`config.mk`:
```
export PLATFORM = sky130hd
export DESIGN_NAME = alu_issue_ctrl_flat
export DESIGN_NICKNAME = d
export VERILOG_FILES = /design/src/rtl/tiny16_pkg.sv /design/src/rtl/alu_issue_ctrl_if.sv /design/src/rtl/tiny16_regfile.sv /design/src/rtl/alu_issue_ctrl.sv /design/src/flat_wrapper.sv
export SDC_FILE = /design/constraint.sdc
export NUM_CORES = 1
export LEC_CHECK = 0
export CORE_MARGIN = 2
export CORE_UTILIZATION = 44
export DETAILED_ROUTE_END_ITERATION = 8
export DONT_BUFFER_PORTS = 1
export GPL_TIMING_DRIVEN = 0
export HOLD_SLACK_MARGIN = 0.02
export SLEW_MARGIN = 20
export SYNTH_ARGS = -nofsm -noshare
export SYNTH_HDL_FRONTEND = slang
export SYNTH_SLANG_ARGS = --single-unit
```
`constraint.sdc`:
```
create_clock -name clk -period 5.8 [get_ports clk]
set_clock_uncertainty 0.05 [all_clocks]
set_input_delay 1.16 -clock clk [delete_from_list [all_inputs] [get_ports clk]]
set_output_delay 1.16 -clock clk [all_outputs]
set_load 0.03 [all_outputs]
```
`src/rtl/tiny16_pkg.sv`:
```
// tiny16 shared definitions: opcodes, FSM states,
// instruction field positions and error codes.
package tiny16_pkg;

  localparam int NREGS = 8;
  localparam int DW    = 16;

  localparam logic [3:0] OP_NOP = 4'h0;
  localparam logic [3:0] OP_LDI = 4'h1;
  localparam logic [3:0] OP_ADD = 4'h3;
  localparam logic [3:0] OP_SUB = 4'h4;
  localparam logic [3:0] OP_MUL = 4'h5;
  localparam logic [3:0] OP_DIV = 4'h6;
  localparam logic [3:0] OP_AND = 4'h7;
  localparam logic [3:0] OP_OR  = 4'h8;
  localparam logic [3:0] OP_XOR = 4'h9;
  localparam logic [3:0] OP_SHL = 4'hA;
  localparam logic [3:0] OP_SHR = 4'hB;

  typedef enum logic [1:0] {
    S_IDLE = 2'd0,
    S_EXEC = 2'd1,
    S_WB   = 2'd2
  } state_t;

  localparam int OPC_HI = 15;
  localparam int OPC_LO = 12;
  localparam int RD_HI  = 11;
  localparam int RD_LO  = 9;
  localparam int RS1_HI = 8;
  localparam int RS1_LO = 6;
  localparam int RS2_HI = 5;
  localparam int RS2_LO = 3;
  localparam int AR_BIT = 2;
  localparam int IMM_HI = 8;
  localparam int IMM_LO = 0;

  localparam logic [1:0] ERR_NONE    = 2'b00;
  localparam logic [1:0] ERR_ILLEGAL = 2'b01;
  localparam logic [1:0] ERR_DIV0    = 2'b10;

  function automatic logic is_alu_op(input logic [3:0] op);
    return (op >= OP_ADD) && (op <= OP_SHR);
  endfunction

endpackage

```
`src/rtl/alu_issue_ctrl_if.sv`:
```
// Instruction issue handshake between a producer
// and the tiny16 issue controller.
interface alu_issue_ctrl_if;
  import tiny16_pkg::*;

  logic          instr_valid;
  logic          instr_ready;
  logic [DW-1:0] instr;

  modport master (
    output instr_valid,
    output instr,
    input  instr_ready
  );

  modport slave (
    input  instr_valid,
    input  instr,
    output instr_ready
  );

endinterface

```
`src/rtl/tiny16_regfile.sv`:
```
// 8x16 register file, R0 reads as zero, two operand
// read ports, a debug read port and one write port.
module tiny16_regfile
  import tiny16_pkg::*;
(
  input  logic          clk,
  input  logic          rst,
  input  logic [2:0]    rs1_addr,
  input  logic [2:0]    rs2_addr,
  input  logic [2:0]    dbg_addr,
  output logic [DW-1:0] rs1_data,
  output logic [DW-1:0] rs2_data,
  output logic [DW-1:0] dbg_data,
  input  logic          we,
  input  logic [2:0]    wr_addr,
  input  logic [DW-1:0] wr_data
);

  logic [DW-1:0] regs [NREGS];

  always_ff @(posedge clk) begin
    if (rst) begin
      for (int i = 0; i < NREGS; i++) begin
        regs[i] <= '0;
      end
    end else if (we && (wr_addr != 3'd0)) begin
      regs[wr_addr] <= wr_data;
    end
  end

  assign rs1_data = (rs1_addr == 3'd0) ? '0 : regs[rs1_addr];
  assign rs2_data = (rs2_addr == 3'd0) ? '0 : regs[rs2_addr];
  assign dbg_data = (dbg_addr == 3'd0) ? '0 : regs[dbg_addr];

endmodule

```
`src/rtl/alu_issue_ctrl.sv`:
```
// Single-issue decode/execute/writeback controller
// sitting in front of the tiny16 ALU.
module alu_issue_ctrl
  import tiny16_pkg::*;
(
  input  logic             clk,
  input  logic             rst,
  alu_issue_ctrl_if.slave  bus,
  output logic             done,
  output logic             err,
  output logic [1:0]       err_code,
  output logic [3:0]       status,
  output logic [3:0]       alu_opcode,
  output logic             alu_ar_flag,
  output logic [DW-1:0]    alu_src1,
  output logic [DW-1:0]    alu_src2,
  output logic             alu_out_en,
  input  logic [DW-1:0]    alu_out,
  input  logic [3:0]       alu_flags,
  input  logic [2:0]       dbg_addr,
  output logic [DW-1:0]    dbg_data
);

  state_t        state;
  state_t        state_n;
  logic [DW-1:0] ir;
  logic          err_q;
  logic          err_n;
  logic [1:0]    code_q;
  logic [1:0]    code_n;
  logic          accept;

  logic [3:0]    in_op;
  logic [3:0]    ir_op;
  logic [2:0]    rs1_a;
  logic [2:0]    rs2_a;
  logic [DW-1:0] rs1_d;
  logic [DW-1:0] rs2_d;
  logic          we;
  logic [DW-1:0] wr_d;

  logic          in_simple;
  logic          in_div0;
  logic          in_alu;
  logic          wb_alu;

  assign in_op = bus.instr[OPC_HI:OPC_LO];
  assign ir_op = ir[OPC_HI:OPC_LO];

  // In IDLE rs2 looks at the incoming word for the divide-by-zero check
  assign rs1_a = ir[RS1_HI:RS1_LO];
  assign rs2_a = (state == S_IDLE) ? bus.instr[RS2_HI:RS2_LO]
                                   : ir[RS2_HI:RS2_LO];

  assign in_simple = (in_op == OP_NOP) || (in_op == OP_LDI);
  assign in_div0   = (in_op == OP_DIV) && (rs2_d == '0);
  assign in_alu    = is_alu_op(in_op) && !in_div0;
  assign wb_alu    = (state == S_WB) && is_alu_op(ir_op);

  tiny16_regfile u_rf (
    .clk      (clk),
    .rst      (rst),
    .rs1_addr (rs1_a),
    .rs2_addr (rs2_a),
    .dbg_addr (dbg_addr),
    .rs1_data (rs1_d),
    .rs2_data (rs2_d),
    .dbg_data (dbg_data),
    .we       (we),
    .wr_addr  (ir[RD_HI:RD_LO]),
    .wr_data  (wr_d)
  );

  always_ff @(posedge clk) begin
    if (rst) begin
      state  <= S_IDLE;
      ir     <= '0;
      err_q  <= 1'b0;
      code_q <= ERR_NONE;
      status <= '0;
    end else begin
      state  <= state_n;
      err_q  <= err_n;
      code_q <= code_n;
      if (accept) begin
        ir <= bus.instr;
      end
      if (wb_alu) begin
        status <= alu_flags;
      end
    end
  end

  always_comb begin
    state_n         = state;
    err_n           = 1'b0;
    code_n          = ERR_NONE;
    accept          = 1'b0;
    bus.instr_ready = 1'b0;
    done            = 1'b0;
    alu_out_en      = 1'b0;
    alu_opcode      = '0;
    alu_ar_flag     = 1'b0;
    alu_src1        = '0;
    alu_src2        = '0;
    we              = 1'b0;
    wr_d            = '0;
    unique case (state)
      S_IDLE: begin
        bus.instr_ready = 1'b1;
        if (bus.instr_valid) begin
          accept = 1'b1;
          unique case (1'b1)
            in_simple: state_n = S_WB;
            in_alu:    state_n = S_EXEC;
            in_div0: begin
              err_n  = 1'b1;
              code_n = ERR_DIV0;
            end
            default: begin
              err_n  = 1'b1;
              code_n = ERR_ILLEGAL;
            end
          endcase
        end
      end
      S_EXEC: begin
        alu_out_en  = 1'b1;
        alu_opcode  = ir_op;
        alu_ar_flag = ir[AR_BIT];
        alu_src1    = rs1_d;
        alu_src2    = rs2_d;
        state_n     = S_WB;
      end
      S_WB: begin
        done    = 1'b1;
        state_n = S_IDLE;
        if (is_alu_op(ir_op)) begin
          we   = 1'b1;
          wr_d = alu_out;
        end else if (ir_op == OP_LDI) begin
          we   = 1'b1;
          wr_d = {{(DW-9){1'b0}}, ir[IMM_HI:IMM_LO]};
        end
      end
      default: state_n = S_IDLE;
    endcase
  end

  assign err      = err_q;
  assign err_code = code_q;

endmodule

```
`src/flat_wrapper.sv`:
```
// flat-port wrapper written by rule: the top's interface ports become plain ports
module alu_issue_ctrl_flat import tiny16_pkg::*;
  (clk, rst, done, err, err_code, status, alu_opcode, alu_ar_flag, alu_src1, alu_src2, alu_out_en, alu_out, alu_flags, dbg_addr, dbg_data, bus_instr_valid, bus_instr, bus_instr_ready);
  alu_issue_ctrl_if bus_i ();
  input  logic clk;
  input  logic rst;
  output logic done;
  output logic err;
  output logic [1:0] err_code;
  output logic [3:0] status;
  output logic [3:0] alu_opcode;
  output logic alu_ar_flag;
  output logic [DW-1:0] alu_src1;
  output logic [DW-1:0] alu_src2;
  output logic alu_out_en;
  input  logic [DW-1:0] alu_out;
  input  logic [3:0] alu_flags;
  input  logic [2:0] dbg_addr;
  output logic [DW-1:0] dbg_data;
  input wire logic [$bits(bus_i.instr_valid)-1:0] bus_instr_valid;
  input wire logic [$bits(bus_i.instr)-1:0] bus_instr;
  output wire logic [$bits(bus_i.instr_ready)-1:0] bus_instr_ready;
  assign bus_i.instr_valid = bus_instr_valid;
  assign bus_i.instr = bus_instr;
  assign bus_instr_ready = bus_i.instr_ready;
  alu_issue_ctrl u_core (.clk(clk), .rst(rst), .bus(bus_i), .done(done), .err(err), .err_code(err_code), .status(status), .alu_opcode(alu_opcode), .alu_ar_flag(alu_ar_flag), .alu_src1(alu_src1), .alu_src2(alu_src2), .alu_out_en(alu_out_en), .alu_out(alu_out), .alu_flags(alu_flags), .dbg_addr(dbg_addr), .dbg_data(dbg_data));
endmodule
```
==> metrics.md <==
| Metric | Value |
|---|---|
| Run status | completed |
| Final period demand of the worst path | about 4800 ps |
| Largest family of logic cells by synthesized area | simple AND/OR/NAND/NOR gates |
| Critical Setup Path Class | in -> out |
| Crit path max fanout | 10 |
| Cells after synthesis | 821 |
| Type of element capturing the critical path | output port |
| Total CTS buffers | 17 |
| RSZ-0062 raised after global routing | no |
| Prevailing post-synth register cell | sky130_fd_sc_hd__edfxtp_1 |
| Number of nets at the end of the flow | around 900 |
| Largest buffer count on any clock path | 2 |
| Aggregate negative setup slack | 0 ps |
| Detailed-placement wirelength estimate | ~22000 µm |
| Compound-gate portion of the synthesized area | 0.1198 |
| Avg Inst Size Synth | 10.85 µm² |
| Placement Setup Slack | 1107 ps |
| Row count | 52 |
| Global-route usage over all layers | 0.2999 |
| Fraction of the yosys area taken by sequential cells | 0.4943 |
| TritonCTS sink count | 156 |
| Root buffer cell | sky130_fd_sc_hd__clkbuf_16 |
| Share of the clock period used by the worst path after layout | 0.8206 |
| Post-synthesis share of cell area spent on and, or, nand and nor gates | 0.1764 |
| Share of async-settable or async-resettable flops after synthesis | 0 |
| Fraction of the mapped netlist area in adder cells | 0 |
| Series of cell instances along the critical path | clkbuf_1 -> clkbuf_1 -> clkbuf_1 -> a221oi_1 -> a21oi_1 |
| Max cap viols | 0 |
| Gates resized, CTS repair | 0 |
| Die width | 146.3 µm |
| Min-Delay Path Class | reg -> reg |
| Length of the first detailed-routing pass in iterations | 6 |
| Count of hold-fix buffers inserted at cts | 0 |
| Number of global-route vias before repair | ~7400 |
| Peak Freq | 210.1 MHz |
| CTS H-Tree Depth | 4 |
| Final number of setup-violating endpoints | 0 |
| Arrival time at the worst endpoint | 3550 ps |
| Synth-to-layout area growth | 11.33% |
| Max VDD drop | 0.2068 mV |
| Worst path buffer plus inverter count | 3 |
| Vias after detailed routing | ~7300 |
| Proportion of layout cells with a drive suffix above 1 | 0.1486 |
| Count of port buffers added during placement | 0 |
| DRC violation total after the first TritonRoute iteration | roughly 1000 |
| Top-level port count | around 110 |
| Final hold violation count | 0 |
| Routed Wire Length | 31780 µm |
| Worst Setup Slack, final | 1041 ps |
| Slew at the pin closest to its max-slew limit | between 1000 and 1500 ps |
| Clock tree from TritonCTS | yes |
| Antenna-violating nets left | 0 |
| Area inside the core boundary | 20040 µm² |
| Mapped cell area | 8910 µm² |
| Drc violations | 0 |
| Maximum single-stage delay on the critical path | 710 ps |
| Number of storage elements in the synthesis netlist | ~160 |
| Global-route wire length before repair | 46710 µm |
| Pins over their slew limit | 0 |
| Average routed wire per standard cell | 27.92 µm |
| Post-synth EDFFs | 128 |
| Syn. warnings | 0 |
| Post-Synth XOR/XNOR Area | 0 |
| Number of distinct standard cells referenced by the synthesized netlist | 55 |
| Largest net degree at the start of global routing | 17 |
| Pwr per Cell Area | 304.0 nW/µm² |
| Diodes inserted | 0 |
| Number of antenna violations at the first check in global routing | 0 |
| Data required time of the worst path | 4590 ps |
| CP startpoint kind | primary input |
| Mux share of post-synthesis cell area | 0.1653 |
| Grt ovf | 0 |
| P_leak | 3.300 nW |
| CP max stage cell | sky130_fd_sc_hd__clkbuf_1 |
| Most repeated library cell on the critical path | sky130_fd_sc_hd__clkbuf_1 |
| Area enclosed by the die boundary | 21400 µm² |
| Mean number of vias per cell | between 6 and 7 |
| Starting Density | 0.4446 |
| Routability-driven placement congestion ratio | 0.9115 |
| Worst path top cell family by delay | buffers and inverters |
| Number of setup buffers added after CTS | 0 |
| Relative slew slack | 0.1890 |
| Die span in y | 146.3 µm |
| Latest clock arrival within the worst-skew pair | 430 ps |
| Clk pin slew, worst setup/hold paths | 60 ps |
area by class of cell:
class | count | area [µm²]
Inverter | 23 | 86.33
Clock inverter | 14 | 160.2
Buffer | 70 | 309.0
Fill cell | 1879 | 10120
Tap cell | 270 | 337.8
Multi-Input combinational cell | 587 | 4193
Sequential cell | 156 | 4404
Clock buffer | 18 | 429.2
through the flow:
stage | std cells | cell area [µm²] | power, mW | utilization | hold WS, ps
3_5_place_dp | 1106 | 9325 | 1.883 | 0.4653 | 400.0
2_1_floorplan | 836 | 8966 | 1.709 | - | 386.8
5_1_grt | 1138 | 9920 | 3.098 | 0.4950 | 424.2
3_3_place_gp | 1106 | 9304 | 1.876 | 0.4643 | 395.7
6_report | 1138 | 9920 | 3.016 | 0.4950 | 406.4
4_1_cts | 1138 | 9915 | 3.007 | 0.4948 | 409.1
report_power, final:
| part | internal [mW] | switching (mW) | leakage [nW] | total, mW |
|---|---|---|---|---|
| clock | 0.643 | 0.499 | 0.280 | 1.14 |
| sequential | 1.26 | 0.0405 | 1.54 | 1.30 |
| combinational | 0.185 | 0.387 | 1.48 | 0.572 |
| total | 2.09 | 0.927 | 3.30 | 3.02 |
registers in the layout, indices dropped and copies added, names as in the netlist, named ones only:
signal	flops
u_core.state	2
u_core.err	1
u_core.err_code	2
u_core.ir	16
u_core.u_rf.regs	128
u_core.status	4
worst register-to-register path, stage by stage (launching register included):
cell	delay (ps)
sky130_fd_sc_hd__dfxtp_1	330
sky130_fd_sc_hd__buf_6	130
sky130_fd_sc_hd__buf_2	210
sky130_fd_sc_hd__nor2b_1	640
sky130_fd_sc_hd__nand2_1	190
sky130_fd_sc_hd__nor4b_1	650
sky130_fd_sc_hd__nand2_1	460
sky130_fd_sc_hd__nand2b_1	1000
cells in the final DEF (no fill, tap or decap), types with 17 or more instances in the layout:
master	netlist	layout
sky130_fd_sc_hd__nor2_1	157	157
sky130_fd_sc_hd__edfxtp_1	128	128
sky130_fd_sc_hd__nand2_1	57	57
sky130_fd_sc_hd__clkbuf_1	48	48
sky130_fd_sc_hd__mux4_2	48	48
sky130_fd_sc_hd__and3_1	46	46
sky130_fd_sc_hd__a211oi_1	46	46
sky130_fd_sc_hd__a21oi_1	44	44
sky130_fd_sc_hd__dfxtp_1	28	28
sky130_fd_sc_hd__inv_1	21	21
sky130_fd_sc_hd__mux2i_1	20	20
sky130_fd_sc_hd__mux2_2	17	17
sky130_fd_sc_hd__clkbuf_16	0	17
worst paths after layout:
| path | to | slack, ps | cells past startpoint | startpoint |
|---|---|---|---|---|
| min reg2reg | u_core.ir[0]$_SDFFE_PP0P_ | 410 | 2 | u_core.ir[0]$_SDFFE_PP0P_ |
| min | u_core.ir[0]$_SDFFE_PP0P_ | 410 | 2 | u_core.ir[0]$_SDFFE_PP0P_ |
| max reg2reg | u_core.u_rf.regs[5][10]$_SDFFCE_PN0P_ | 1740 | 7 | u_core.state[1]$_SDFFE_PP0P_ |
| max | dbg_data[9] | 1040 | 5 | dbg_addr[0] |
metal layers:
layer | vias up | global-route usage | part of all wire
met5 | - | 0 | 0
li1 | 3167 | - | -
met4 | 0 | 0.1461 | 0.044
met1 | 3534 | 0.4005 | 0.39
met3 | 88 | 0.08500 | 0.11
met2 | 530 | 0.4524 | 0.45
cells in the mapped netlist, types with 2 or more instances:
cell                        number  area [µm²]
sky130_fd_sc_hd__nand3_1        14       70.07
sky130_fd_sc_hd__buf_2          12       60.06
sky130_fd_sc_hd__a211oi_1       46       345.3
sky130_fd_sc_hd__a31oi_1         8       50.05
sky130_fd_sc_hd__a21oi_1        44       220.2
sky130_fd_sc_hd__dfxtp_1        28       560.5
sky130_fd_sc_hd__a22oi_1         9       67.56
sky130_fd_sc_hd__or4_1          11       82.58
sky130_fd_sc_hd__and2_1          9       56.30
sky130_fd_sc_hd__nand2b_1        8       50.05
sky130_fd_sc_hd__buf_6           3       33.78
sky130_fd_sc_hd__a221oi_1       16       140.1
sky130_fd_sc_hd__mux2_2         17       191.4
sky130_fd_sc_hd__mux4_2         48        1081
sky130_fd_sc_hd__a22o_1          2       17.52
sky130_fd_sc_hd__nor4b_1         6       52.55
sky130_fd_sc_hd__nor4bb_1        2       20.02
sky130_fd_sc_hd__nor2b_1         5       31.28
sky130_fd_sc_hd__o21ai_1         3       15.01
sky130_fd_sc_hd__a2111oi_2       2       30.03
sky130_fd_sc_hd__a2111oi_1       2       20.02
sky130_fd_sc_hd__and3_1         46       287.8
sky130_fd_sc_hd__mux2i_1        20       200.2
sky130_fd_sc_hd__o21ai_0        10       50.05
sky130_fd_sc_hd__nor3_1          5       25.02
sky130_fd_sc_hd__inv_1          21       78.83
sky130_fd_sc_hd__clkbuf_1       48       180.2
sky130_fd_sc_hd__or3b_1          2       17.52
sky130_fd_sc_hd__edfxtp_1      128        3844
sky130_fd_sc_hd__nand2_1        57       214.0
sky130_fd_sc_hd__nor2_1        157       589.3
sky130_fd_sc_hd__nor4_1          2       12.51
sky130_fd_sc_hd__and4_1          2       17.52
sky130_fd_sc_hd__buf_1           6       22.52
sky130_fd_sc_hd__o22ai_1         2       12.51
cells by family (layout without fill, tap and decap cells):
kind of cell    count (synthesis)  count (layout)
simple gates                  331             331
other cells                     1              16
mux                            85              85
buf+inv                        93             125
compound gates                155             155
flops                         156             156
Note: power is estimated with default switching activity, not from simulation.
